`src/rtl/mem_port_arbiter_if.sv`:
```
// Request/response bundle shared by the CPU port, the DMA port and the single-port memory.
// The arbiter takes the slave view; requesters and the memory model take the master view.
interface mem_port_arbiter_if #(
   parameter int ADDR_W = 32,
   parameter int DATA_W = 32
) ();
   logic              cpu_req;
   logic              cpu_we;
   logic [ADDR_W-1:0] cpu_addr;
   logic [DATA_W-1:0] cpu_wdata;
   logic              cpu_gnt;
   logic              cpu_rvalid;
   logic [DATA_W-1:0] cpu_rdata;

   logic              dma_req;
   logic              dma_we;
   logic [ADDR_W-1:0] dma_addr;
   logic [DATA_W-1:0] dma_wdata;
   logic              dma_gnt;
   logic              dma_rvalid;
   logic [DATA_W-1:0] dma_rdata;

   logic              mem_en;
   logic              mem_we;
   logic [ADDR_W-1:0] mem_addr;
   logic [DATA_W-1:0] mem_wdata;
   logic [DATA_W-1:0] mem_rdata;

   modport slave (
      input  cpu_req, cpu_we, cpu_addr, cpu_wdata,
      output cpu_gnt, cpu_rvalid, cpu_rdata,
      input  dma_req, dma_we, dma_addr, dma_wdata,
      output dma_gnt, dma_rvalid, dma_rdata,
      output mem_en, mem_we, mem_addr, mem_wdata,
      input  mem_rdata
   );

   modport master (
      output cpu_req, cpu_we, cpu_addr, cpu_wdata,
      input  cpu_gnt, cpu_rvalid, cpu_rdata,
      output dma_req, dma_we, dma_addr, dma_wdata,
      input  dma_gnt, dma_rvalid, dma_rdata,
      input  mem_en, mem_we, mem_addr, mem_wdata,
      output mem_rdata
   );
endinterface

```
`src/rtl/mem_port_arbiter.sv`:
```
// Two-port (CPU / DMA) arbiter in front of a single-port memory with fixed read latency.
// Optional macro ARB_STARVE_GUARD_EN: after STARVE_MAX back-to-back CPU wins over a waiting DMA, DMA wins once.
module mem_port_arbiter #(
   parameter int ADDR_W     = 32,
   parameter int DATA_W     = 32,
   parameter int RD_LAT     = 1,
   parameter int STARVE_MAX = 4
) (
   input  logic              clk,
   input  logic              reset,
   mem_port_arbiter_if.slave bus
);

   typedef enum logic [0:0] {IDLE, RD_WAIT} state_t;

   state_t     state, state_nxt;
   logic [2:0] cnt, cnt_nxt;
   logic       owner_dma, owner_dma_nxt;
   logic       grant_cpu, grant_dma;
   logic       issue_we;
   logic       starve_force;

   generate
      if (RD_LAT < 1 || RD_LAT > 4) begin : g_bad_rd_lat
         $fatal(1, "mem_port_arbiter: RD_LAT must be in 1..4");
      end
      if (STARVE_MAX < 1 || STARVE_MAX > 7) begin : g_bad_starve_max
         $fatal(1, "mem_port_arbiter: STARVE_MAX must fit the 3-bit starvation counter (1..7)");
      end
   endgenerate

`ifdef ARB_STARVE_GUARD_EN
   logic [2:0] starve_cnt;

   // Counts CPU wins that left a requesting DMA waiting; any DMA win or idle DMA clears it.
   always_ff @(posedge clk or posedge reset) begin
      if (reset) begin
         starve_cnt <= '0;
      end else if (!bus.dma_req || grant_dma) begin
         starve_cnt <= '0;
      end else if (grant_cpu) begin
         starve_cnt <= starve_cnt + 3'd1;
      end
   end

   assign starve_force = (starve_cnt == 3'(STARVE_MAX));
`else
   assign starve_force = 1'b0;
`endif

   always_ff @(posedge clk or posedge reset) begin
      if (reset) begin
         state     <= IDLE;
         cnt       <= '0;
         owner_dma <= 1'b0;
      end else begin
         state     <= state_nxt;
         cnt       <= cnt_nxt;
         owner_dma <= owner_dma_nxt;
      end
   end

   // Outputs are held quiet while reset is asserted so nothing leaks during an async reset.
   always_comb begin
      state_nxt      = state;
      cnt_nxt        = cnt;
      owner_dma_nxt  = owner_dma;
      grant_cpu      = 1'b0;
      grant_dma      = 1'b0;
      issue_we       = 1'b0;
      bus.cpu_gnt    = 1'b0;
      bus.dma_gnt    = 1'b0;
      bus.cpu_rvalid = 1'b0;
      bus.dma_rvalid = 1'b0;
      bus.cpu_rdata  = '0;
      bus.dma_rdata  = '0;
      bus.mem_en     = 1'b0;
      bus.mem_we     = 1'b0;
      bus.mem_addr   = '0;
      bus.mem_wdata  = '0;

      if (!reset) begin
         case (state)
            IDLE: begin
               grant_dma = bus.dma_req && (!bus.cpu_req || starve_force);
               grant_cpu = bus.cpu_req && !grant_dma;
               if (grant_dma) begin
                  issue_we      = bus.dma_we;
                  bus.mem_addr  = bus.dma_addr;
                  bus.mem_wdata = bus.dma_wdata;
               end else if (grant_cpu) begin
                  issue_we      = bus.cpu_we;
                  bus.mem_addr  = bus.cpu_addr;
                  bus.mem_wdata = bus.cpu_wdata;
               end
               bus.cpu_gnt = grant_cpu;
               bus.dma_gnt = grant_dma;
               bus.mem_en  = grant_cpu || grant_dma;
               bus.mem_we  = issue_we;
               // Writes retire in the issue cycle; only reads occupy the port.
               if ((grant_cpu || grant_dma) && !issue_we) begin
                  state_nxt     = RD_WAIT;
                  cnt_nxt       = 3'(RD_LAT);
                  owner_dma_nxt = grant_dma;
               end
            end
            RD_WAIT: begin
               cnt_nxt = cnt - 3'd1;
               if (cnt == 3'd1) begin
                  state_nxt = IDLE;
                  if (owner_dma) begin
                     bus.dma_rvalid = 1'b1;
                     bus.dma_rdata  = bus.mem_rdata;
                  end else begin
                     bus.cpu_rvalid = 1'b1;
                     bus.cpu_rdata  = bus.mem_rdata;
                  end
               end
            end
            default: state_nxt = IDLE;
         endcase
      end
   end

endmodule

```
`src/flat_wrapper.sv`:
```
// flat-port wrapper written by rule: the top's interface ports become plain ports
module mem_port_arbiter_flat 
#(
   parameter int ADDR_W     = 32,
   parameter int DATA_W     = 32,
   parameter int RD_LAT     = 1,
   parameter int STARVE_MAX = 4
)
  (clk, reset, bus_cpu_req, bus_cpu_we, bus_cpu_addr, bus_cpu_wdata, bus_cpu_gnt, bus_cpu_rvalid, bus_cpu_rdata, bus_dma_req, bus_dma_we, bus_dma_addr, bus_dma_wdata, bus_dma_gnt, bus_dma_rvalid, bus_dma_rdata, bus_mem_en, bus_mem_we, bus_mem_addr, bus_mem_wdata, bus_mem_rdata);
  mem_port_arbiter_if #(.ADDR_W(ADDR_W), .DATA_W(DATA_W)) bus_i ();
  input  logic clk;
  input  logic reset;
  input wire logic [$bits(bus_i.cpu_req)-1:0] bus_cpu_req;
  input wire logic [$bits(bus_i.cpu_we)-1:0] bus_cpu_we;
  input wire logic [$bits(bus_i.cpu_addr)-1:0] bus_cpu_addr;
  input wire logic [$bits(bus_i.cpu_wdata)-1:0] bus_cpu_wdata;
  output wire logic [$bits(bus_i.cpu_gnt)-1:0] bus_cpu_gnt;
  output wire logic [$bits(bus_i.cpu_rvalid)-1:0] bus_cpu_rvalid;
  output wire logic [$bits(bus_i.cpu_rdata)-1:0] bus_cpu_rdata;
  input wire logic [$bits(bus_i.dma_req)-1:0] bus_dma_req;
  input wire logic [$bits(bus_i.dma_we)-1:0] bus_dma_we;
  input wire logic [$bits(bus_i.dma_addr)-1:0] bus_dma_addr;
  input wire logic [$bits(bus_i.dma_wdata)-1:0] bus_dma_wdata;
  output wire logic [$bits(bus_i.dma_gnt)-1:0] bus_dma_gnt;
  output wire logic [$bits(bus_i.dma_rvalid)-1:0] bus_dma_rvalid;
  output wire logic [$bits(bus_i.dma_rdata)-1:0] bus_dma_rdata;
  output wire logic [$bits(bus_i.mem_en)-1:0] bus_mem_en;
  output wire logic [$bits(bus_i.mem_we)-1:0] bus_mem_we;
  output wire logic [$bits(bus_i.mem_addr)-1:0] bus_mem_addr;
  output wire logic [$bits(bus_i.mem_wdata)-1:0] bus_mem_wdata;
  input wire logic [$bits(bus_i.mem_rdata)-1:0] bus_mem_rdata;
  assign bus_i.cpu_req = bus_cpu_req;
  assign bus_i.cpu_we = bus_cpu_we;
  assign bus_i.cpu_addr = bus_cpu_addr;
  assign bus_i.cpu_wdata = bus_cpu_wdata;
  assign bus_cpu_gnt = bus_i.cpu_gnt;
  assign bus_cpu_rvalid = bus_i.cpu_rvalid;
  assign bus_cpu_rdata = bus_i.cpu_rdata;
  assign bus_i.dma_req = bus_dma_req;
  assign bus_i.dma_we = bus_dma_we;
  assign bus_i.dma_addr = bus_dma_addr;
  assign bus_i.dma_wdata = bus_dma_wdata;
  assign bus_dma_gnt = bus_i.dma_gnt;
  assign bus_dma_rvalid = bus_i.dma_rvalid;
  assign bus_dma_rdata = bus_i.dma_rdata;
  assign bus_mem_en = bus_i.mem_en;
  assign bus_mem_we = bus_i.mem_we;
  assign bus_mem_addr = bus_i.mem_addr;
  assign bus_mem_wdata = bus_i.mem_wdata;
  assign bus_i.mem_rdata = bus_mem_rdata;
  mem_port_arbiter #(.ADDR_W(ADDR_W), .DATA_W(DATA_W), .RD_LAT(RD_LAT), .STARVE_MAX(STARVE_MAX)) u_core (.clk(clk), .reset(reset), .bus(bus_i));
endmodule
```
`config.mk`:
```
export PLATFORM = sky130hd
export DESIGN_NAME = mem_port_arbiter_flat
export DESIGN_NICKNAME = d
export VERILOG_FILES = /design/src/rtl/mem_port_arbiter_if.sv /design/src/rtl/mem_port_arbiter.sv /design/src/flat_wrapper.sv
export SDC_FILE = /design/constraint.sdc
export NUM_CORES = 1
export LEC_CHECK = 0
export CAP_MARGIN = 20
export CORE_AREA = 4 4 115 117
export CTS_BUF_LIST = sky130_fd_sc_hd__clkbuf_4
export DETAILED_ROUTE_END_ITERATION = 8
export DIE_AREA = 0 0 119 121
export DONT_BUFFER_PORTS = 1
export MAX_ROUTING_LAYER = met4
export PLACE_DENSITY = 0.3
export REMOVE_ABC_BUFFERS = 1
export SYNTH_ARGS = -nofsm -noshare
export SYNTH_HDL_FRONTEND = slang
export SYNTH_SLANG_ARGS = --single-unit
```
`constraint.sdc`:
```
create_clock -name clk -period 3.7 [get_ports clk]
set_input_delay 0.74 -clock clk [delete_from_list [all_inputs] [get_ports clk]]
set_output_delay 0.74 -clock clk [all_outputs]
set_load 0.03 [all_outputs]
```
After elaboration in Yosys (flattened, before gate mapping)
Index checks and enable logic that the tools add are counted.

word-level totals
  bits in registers = 5
  output and inout bits = 134
  logic and storage cells = 58

operators by class
  $add $sub $neg = 1
  equal/unequal tests = 2
  muxes and demuxes = 41
  bitwise gates (word level) = 2
  reduce and logical (&&, ||, !) cells = 9

operators with widths
  kind                                                                count
  32-bit 2-to-1 mux                                                   16
  1-bit 2-to-1 mux                                                    22
  3-bit case mux with 2 select lines                                  1
  3-bit by 1-bit == test with 1-bit output, second input constant     1
  1-bit logical AND                                                   3
  1-bit logical NOT                                                   3
  3-bit 2-to-1 mux                                                    1
  3-bit AND reduction                                                 1
  3-bit by 1-bit subtractor with 3-bit output, second input constant  1
  2-bit by 1-bit != test with 1-bit output, second input constant     1
  1-bit NOT                                                           2
  1-bit case mux with 2 select lines                                  1
  2-bit AND reduction                                                 1
  1-bit logical OR                                                    1

Longest topological paths before layout
Gate-level depths: netlist (run 1).

  word-level depth = 12
  depth in mapped cells = 6
  mapped depth without buffers = 5

Worst setup path after synthesis (run 1)
No wires, ideal clock.

  kind = input -> output
  from = input port reset
  to = output port bus_cpu_rdata[19]
  data arrival time = 1.744 ns
  required time = 2.960 ns
  setup slack = 1.216 ns
  stages = 4
  cell sequence = nand4bb_1 > nor2_2 > buf_2 > and2_1

on the way
  longest elaborated chain between the ends = 1

RTL lines
  element            line                    RTL
  start, declared    flat_wrapper.sv:12      input logic reset;
  32-bit 2-to-1 mux  mem_port_arbiter.sv:82  if (!reset) begin
  end, declared      flat_wrapper.sv:19      output wire logic [$bits(bus_i.cpu_rdata)-1:0] bus_cpu_rdata;

No other way between the ends.

Worst setup path in the final report (run 1)
  from = register u_core.cnt[1]
  to = output port bus_cpu_rdata[15]

on the way
  longest elaborated chain between the ends = 4

RTL lines
  element                                   line                     RTL
  start, declared                           mem_port_arbiter.sv:17   logic [2:0] cnt, cnt_nxt;
  start signal, assigned                    mem_port_arbiter.sv:58   cnt <= cnt_nxt;
  3-bit by 1-bit == test with 1-bit output  mem_port_arbiter.sv:109  if (cnt == 3'd1) begin
  32-bit 2-to-1 mux                         mem_port_arbiter.sv:109
  32-bit 2-to-1 mux                         mem_port_arbiter.sv:83   case (state)
  32-bit 2-to-1 mux                         mem_port_arbiter.sv:82

No other way between the ends.

==> flow_summary.json, run 1 <==
{
  "synth_largest_area_cell": "a22o_1",
  "num-nets-final": 343,
  "diodes": 0,
  "num_rows": 41,
  "cts_num_sinks": 5,
  "rsz0062_at_grt": "false",
  "cp_max_fo": 33,
  "port_buffers": 0,
  "p_leak_uw": 0.000623,
  "yosysMostFrequentCell": "and2_1",
  "io_pins": 300,
  "clockRootBuffer": "clkbuf_4",
  "hold_path_class": "input port to asynchronous set/reset pin",
  "period_share": 0.786,
  "finalNonFillerCells": 346,
  "cts_buffer_depth": 2,
  "overflow": 0,
  "wirelength_um": 7860,
  "synth_top_cells_by_area": "a22o_1, and2_1, dfrtp_1",
  "synth-edff-count": 0,
  "required_ps": 2960,
  "clkTransAtPathRegs_ps": 50,
  "post_cts_buffers": 0,
  "ys.flop_type": "dfrtp_1",
  "arrival_ps": 2170,
  "finalSetupTns_ps": 0,
  "async_reset_ff_frac": 1.00,
  "grt_antenna_before_repair": 0,
  "ant_nets": 0,
  "placed_cells": 342,
  "area_growth_pct": 11.6,
  "p_per_area_nw_per_um2": 515,
  "die_y_um": 121,
  "via_count": 1597,
  "cts_max_level": 1,
  "critPathCaptureType": "primary output",
  "period_minus_slack_ps": 2910,
  "yosysWarningCount": 0,
  "r2r-end": "u_core.state$_DFFE_PP0N_",
  "via_per_inst": 4.62,
  "n_fill_cell": 1406,
  "drtIter0Drc": 41,
  "fin_skew_ps": 0.248,
  "initial_core_util": 0.116,
  "synthCells": 186,
  "hpwl_um": 7240,
  "cp-start-kind": "flop",
  "cts_hold_buf": 0,
  "hold_slack_ps": 305,
  "grt_start_max_net_pins": 66,
  "grt_pass1_vias": 1400,
  "drcViolationCount": 0,
  "yosys_register_bits": 5,
  "post_cts_resize_count": 0,
  "cts_tree": "yes",
  "syn_area_sq_um": 1430,
  "timing.slew.headroom": 0.402,
  "cap_violations": 0,
  "ff2ff_path_depth": 4,
  "synth_top_area_frac": 0.392,
  "fmax_mhz": 344,
  "rrSetupSlack_ps": 2570,
  "hold_violations": 0,
  "path_class": "flop to primary output",
  "outcome": "finished clean",
  "wire_per_inst_um": 22.7,
  "die-area_sq_um": 14400,
  "ys_seq_area_frac": 0.0874,
  "irDropWorstVdd_mv": 0.0905,
  "final_max_slew_viol_count": 0,
  "gp_congestion": 0.706,
  "drive_above_1_share": 0.0747,
  "first_pass_iters": 4,
  "worstSkewPairLatency_ps": 240,
  "worst_pin_slew_ps": 891,
  "r2r_start": "u_core.cnt[1]$_DFFE_PP0P_",
  "core_sq_um": 12400,
  "grt_first_pass_wirelength_um": 9580,
  "numCtsBuffers": 3,
  "setup_viol": 0,
  "synth_common_cells": "and2_1, a22o_1, buf_2, buf_4, inv_1",
  "synth_cell_type_count": 27,
  "synth_area_per_cell_sq_um": 7.70,
  "grt.total_usage": 0.0929,
  "die_w_um": 119
}
[stage by stage]
| step | cell area (sq um) | utilization | power, uW | worst slack, ps |
|---|---|---|---|---|
| 2_1_floorplan | 1300 | - | 659 | 226 |
| 3_3_place_gp | 1570 | 0.127 | 764 | 796 |
| 3_5_place_dp | 1570 | 0.127 | 761 | 796 |
| 4_1_cts | 1600 | 0.129 | 835 | 759 |
| 5_1_grt | 1600 | 0.129 | 875 | 550 |
| 6_report | 1600 | 0.129 | 822 | 793 |
[cells in the final DEF (no fill, tap or decap), types with 2 or more instances in the layout]
master    instances
a22o_1           64
buf_4             2
clkbuf_4          4
nand2_1           2
o22ai_1           3
nor2_2            2
inv_1             7
dfrtp_1           5
and2_1           64
buf_12            2
ha_1              2
[registers in the layout (all words and copies together) (netlist names)]
register and count:
u_core.cnt 3, u_core.owner_dma 1, u_core.state 1
[cell type report]
class | instances | area, sq um | area share
multi-input combinational | 153 | 1140 | 0.715
tap | 172 | 215 | 0.135
sequential | 5 | 125 | 0.0783
timing repair buffer | 4 | 55.1 | 0.0345
clock buffer | 4 | 30.0 | 0.0188
inverter | 8 | 30.0 | 0.0188
[how the worst max path moves through the flow]
stage                                   end  slack (ps)                      start
final                     bus_cpu_rdata[15]         790  u_core.cnt[1]$_DFFE_PP0P_
after global routing      bus_cpu_rdata[27]         550  u_core.cnt[1]$_DFFE_PP0P_
after floorplan             bus_mem_addr[0]         230                      reset
after global placement     bus_mem_addr[19]         800                      reset
after CTS                  bus_cpu_rdata[9]         760  u_core.cnt[1]$_DFFE_PP0P_
after detailed placement    bus_mem_addr[8]         800                      reset
[cells by family (layout without fill, tap and decap cells)]
| group | Yosys count | count (layout) | share of synthesized area |
|---|---|---|---|
| mux | 1 | 1 | 0.00787 |
| simple gates | 77 | 77 | 0.338 |
| flops | 5 | 5 | 0.0874 |
| fa+ha+maj | 2 | 2 | 0.0175 |
| compound gates | 73 | 73 | 0.434 |
| buf+inv | 28 | 16 | 0.115 |
[routing by layer]
metal	wire length (um)	share of wire	track usage	up-vias
li1	-	-	-	659
met2	4020	0.51	0.168	186
met4	33	0.0042	0.0130	0
met3	734	0.093	0.0103	4
met1	3070	0.39	0.114	748
met5	0	0	-	-
[worst max-delay path, stage by stage (launching register included)]
cell and delay (ps):
dfrtp_1 350, inv_1 90, ha_1 160, nand4bb_1 190, nor2_2 700, and2_1 430
[power by group]
| group | leakage (uW) | total [uW] | internal [uW] | switching (uW) |
|---|---|---|---|---|
| registers | 0.0000602 | 106 | 81.9 | 23.9 |
| logic | 0.000545 | 646 | 150 | 496 |
| clock network | 0.0000184 | 71.0 | 48.1 | 22.9 |
| total | 0.000623 | 822 | 280 | 542 |
Power figures use the tool's default switching activity.
==> run 2: changes to the inputs <==
==> constraint.sdc (replaced) <==
create_clock -name clk -period 2.73 [get_ports clk]
set_input_delay 0.546 -clock clk [delete_from_list [all_inputs] [get_ports clk]]
set_output_delay 0.546 -clock clk [all_outputs]
set_load 0.03 [all_outputs]
==> run 2 against run 1 <==
Clock power up 35%. Design area up 27%. Die area unchanged. Power up 55%. Routed wire length down 0.10%. Hold slack worse by 200 ps. Global-route usage up 0.11 points. Final cell count up 7.2%.
==> flow_summary.json, run 2 (synthesis results as in run 1) <==
{
  "pre_cts_slack_ps": 525,
  "hold_path_class": "input port to asynchronous set/reset pin",
  "cp_max_fo": 33,
  "required_ps": 2180,
  "port_buffers": 0,
  "arrival_ps": 1880,
  "grt_pass1_vias": 1572,
  "cts_max_level": 1,
  "die_y_um": 121,
  "rsz0062_at_grt": "false",
  "post_cts_resize_count": 0,
  "wire_per_inst_um": 21.2,
  "wirelength_um": 7850,
  "cp-start-kind": "flop",
  "period_share": 0.889,
  "grt_start_max_net_pins": 66,
  "fin_ws_ps": 303,
  "cap_violations": 0,
  "clkTransAtPathRegs_ps": 40,
  "area_growth_pct": 42.2,
  "regArea_sq_um": 125,
  "met1_usage": 0.107,
  "outcome": "finished clean",
  "gp_congestion": 0.687,
  "first_pass_iters": 4,
  "critPathCaptureType": "primary output",
  "grt_use_met2": 0.170,
  "fmax_mhz": 412,
  "gr-max-usage-layer": "met2",
  "via_count": 1633,
  "drcViolationCount": 0,
  "via_per_inst": 4.40,
  "multiInputGateArea_sq_um": 1140,
  "grt_first_pass_wirelength_um": 10000,
  "hpwl_um": 7270,
  "combPwrFrac": 0.814,
  "overflow": 0,
  "finalSetupTns_ps": 0,
  "final_max_slew_viol_count": 0,
  "timing.slew.headroom": 0.767,
  "hold_violations": 0,
  "ant_nets": 0,
  "met3_usage": 0.0233,
  "drtIter0Drc": 38,
  "switching_share": 0.592,
  "p_per_area_nw_per_um2": 626,
  "clockRootBuffer": "clkbuf_4",
  "die-area_sq_um": 14400,
  "fin_skew_ps": 0.428,
  "worst_pin_slew_ps": 351,
  "regMostFlops": "u_core.cnt",
  "num_rows": 41,
  "path_class": "flop to primary output",
  "cts_num_sinks": 5,
  "setup_viol": 0,
  "pwr-share-clk": 0.075,
  "utilization": 0.165,
  "core_sq_um": 12400,
  "grt_antenna_before_repair": 0,
  "numCtsBuffers": 3,
  "largest_register_ffs": 3,
  "worstSkewPairLatency_ps": 240,
  "seq_power_share": 0.111,
  "final_cell_mix": "and2_1, a22o_1, buf_12, inv_1, buf_4",
  "cts_hold_buf": 0,
  "n_fill_cell": 1359,
  "p_leak_uw": 0.000817,
  "die_w_um": 119,
  "p_int_uw": 520,
  "grt.total_usage": 0.0940,
  "diodes": 0,
  "post_cts_buffers": 0,
  "cts_buffer_depth": 2,
  "period_minus_slack_ps": 2430,
  "p_switching_uw": 756,
  "num-nets-final": 368,
  "cts_tree": "yes",
  "largestRegisters": "u_core.cnt: 3 flops, u_core.owner_dma: 1 flops, u_core.state: 1 flops",
  "initial_core_util": 0.116,
  "drive_above_1_share": 0.191,
  "io_pins": 300,
  "irDropWorstVdd_mv": 0.142
}
[run 2: changes by cell type in the layout (fill, tap and decap cells not counted), sizes merged]
cell / delta
buf: +25
[run 2: final timing paths]
path | end | cells past startpoint | slack, ps | start
max | bus_cpu_rdata[9] | 6 | 300 | u_core.cnt[1]$_DFFE_PP0P_
min | u_core.state$_DFFE_PP0N_ | 1 | 100 | reset
max reg2reg | u_core.state$_DFFE_PP0N_ | 4 | 1580 | u_core.cnt[1]$_DFFE_PP0P_
min reg2reg | u_core.cnt[1]$_DFFE_PP0P_ | 2 | 530 | u_core.cnt[1]$_DFFE_PP0P_
max in group asynchronous | u_core.owner_dma$_DFFE_PP0P_ | 1 | 2440 | reset
min in group clk | u_core.owner_dma$_DFFE_PP0P_ | 1 | 430 | bus_dma_we
[run 2: power groups by stage]
stage	Combinational [uW]	Sequential (uW)	Clock [uW]
2_1_floorplan	758	136	0
3_3_place_gp	1050	143	0
3_5_place_dp	1050	142	0
4_1_cts	1060	141	101
5_1_grt	1100	145	105
6_report	1040	142	95.5
[run 2: critical path: stages (launching register included)]
cell	delay, ps
dfrtp_1	350
inv_1	100
ha_1	170
nand4bb_1	200
nor2_2	130
buf_4	300
and2_1	390
[run 2: per-layer routing]
layer  up-vias  wire length (um)  share of wire
met4         0                19         0.0024
met1       741              2870           0.37
met2       182              4070           0.52
met5         -                 0              0
met3         2               898           0.11
li1        708                 -              -
[run 2: stage by stage]
stage               power (uW)  area (sq um)  cells  hold WS, ps
global placement          1190          2010    367          366
CTS                       1300          2040    371         97.0
global route              1350          2040    371          103
detailed placement        1200          2010    367          363
floorplan                  893          1300    166          333
finish                    1280          2040    371          104
[run 2: area by class of cell]
type | count | share of cell area
multi-input combinational | 153 | 0.561
timing repair buffer | 29 | 0.242
tap | 172 | 0.106
sequential | 5 | 0.0615
clock buffer | 4 | 0.0148
inverter | 8 | 0.0148
==> run 3: changes to the inputs <==
--- a/config.mk
+++ b/config.mk
@@ -7,7 +7,6 @@
 export LEC_CHECK = 0
 export CAP_MARGIN = 20
 export CORE_AREA = 4 4 115 117
-export CTS_BUF_LIST = sky130_fd_sc_hd__clkbuf_4
 export DETAILED_ROUTE_END_ITERATION = 8
 export DIE_AREA = 0 0 119 121
 export DONT_BUFFER_PORTS = 1
==> run 3 against run 2 <==
Hold slack better by 18 ps. Register-to-register slack about the same. Design area up 2.4%. Routed wire length rose by 0.15%. Highest routed layer unchanged. Die area is the same. Clock skew about the same. Global-route usage up 0.051 points. Largest cell class unchanged. Fmax grew 0.94%. Critical path depth did not move.
==> flow_summary.json, run 3 (synthesis results as in run 1) <==
{
  "outcome": "finished clean",
  "clkTransAtPathRegs_ps": 30,
  "final_cell_mix": "and2_1, a22o_1, buf_12, inv_1, buf_4",
  "fmax_mhz": 416,
  "rsz0062_at_grt": "false",
  "clockRootBuffer": "clkbuf_16",
  "cts_hold_buf": 0,
  "via_count": 1636,
  "finalNonFillerCells": 371,
  "numCtsBuffers": 3,
  "arrival_ps": 1860,
  "initial_core_util": 0.116,
  "cts_num_sinks": 5,
  "die_y_um": 121,
  "gp_congestion": 0.687,
  "p_per_area_nw_per_um2": 680,
  "drtIter0Drc": 35,
  "grt_start_max_net_pins": 66,
  "p_leak_uw": 0.000837,
  "area_growth_pct": 45.6,
  "total_power_uw": 1420,
  "io_pins": 300,
  "cp_max_fo": 33,
  "cts_max_level": 1,
  "hold_path_class": "input port to asynchronous set/reset pin",
  "worst_pin_slew_ps": 351,
  "num-nets-final": 368,
  "largest_register_ffs": 3,
  "largestRegisters": "u_core.cnt: 3 flops, u_core.owner_dma: 1 flops, u_core.state: 1 flops",
  "worstSkewPairLatency_ps": 230,
  "period_minus_slack_ps": 2400,
  "period_share": 0.881,
  "critPathCaptureType": "primary output",
  "fin_skew_ps": 0.497,
  "irDropWorstVdd_mv": 0.173,
  "cap_violations": 0,
  "path_class": "flop to primary output",
  "grt_pass1_vias": 1586,
  "grt_first_pass_wirelength_um": 10100,
  "overflow": 0,
  "required_ps": 2180,
  "grt_antenna_before_repair": 0,
  "ant_nets": 0,
  "timing.slew.headroom": 0.767,
  "dpl_cell_area_sq_um": 2010,
  "final_max_slew_viol_count": 0,
  "num_rows": 41,
  "drive_above_1_share": 0.186,
  "hpwl_um": 7270,
  "first_pass_iters": 4,
  "cts_tree": "yes",
  "regMostFlops": "u_core.cnt",
  "post_cts_buffers": 0,
  "finalSetupTns_ps": 0,
  "hold_violations": 0,
  "setup_viol": 0,
  "cts_buffer_depth": 2,
  "via_per_inst": 4.41,
  "drcViolationCount": 0,
  "hold_slack_ps": 122,
  "diodes": 0,
  "die_w_um": 119,
  "cp-start-kind": "flop",
  "port_buffers": 0,
  "placed_cells": 367,
  "grt.total_usage": 0.0945,
  "wire_per_inst_um": 21.2,
  "die-area_sq_um": 14400,
  "post_cts_resize_count": 0,
  "wirelength_um": 7860,
  "finalInstanceArea_sq_um": 2080,
  "core_sq_um": 12400,
  "ff2ff_path_depth": 4
}
run 3: changes by cell type in the layout (fill, tap and decap cells not counted):
cell,change
clkbuf_4,-4
clkbuf_16,+3
clkbuf_1,+1
run 3: power breakdown:
group | switching, uW | internal, uW
combinational | 695 | 343
clock | 44.7 | 193
sequential | 30.4 | 111
total | 770 | 648
run 3: critical path: stages, from the launching register on:
cell and delay [ps]:
dfrtp_1 340, inv_1 100, ha_1 170, nand4bb_1 200, nor2_2 130, buf_4 300, and2_1 390
run 3: final timing paths:
path | slack (ps) | startpoint | end
max reg2reg | 1580 | u_core.cnt[1]$_DFFE_PP0P_ | u_core.state$_DFFE_PP0N_
min | 120 | reset | u_core.cnt[2]$_DFFE_PP0P_
min in group clk | 450 | bus_dma_we | u_core.owner_dma$_DFFE_PP0P_
max in group asynchronous | 2420 | reset | u_core.cnt[1]$_DFFE_PP0P_
min reg2reg | 530 | u_core.cnt[1]$_DFFE_PP0P_ | u_core.cnt[1]$_DFFE_PP0P_
max | 330 | u_core.cnt[1]$_DFFE_PP0P_ | bus_cpu_rdata[9]
run 3: metrics by stage:
step                      worst slack (ps)  utilization
after global placement                 528        0.162
after floorplan                       -356            -
final                                  326        0.169
after CTS                              290        0.169
after detailed placement               525        0.162
after global routing                   159        0.169
run 3: layout make-up:
type                       instances  area, sq um
timing repair buffer              29          493
multi-input combinational        153         1140
tap                              172          215
fill                            1356        10300
inverter                           8         30.0
clock buffer                       4         78.8
sequential                         5          125
run 3: routing by layer:
metal / global-route usage / wire, um
met5: - / 0
met4: 0.0152 / 31
met3: 0.0247 / 913
met2: 0.171 / 4060
met1: 0.107 / 2860
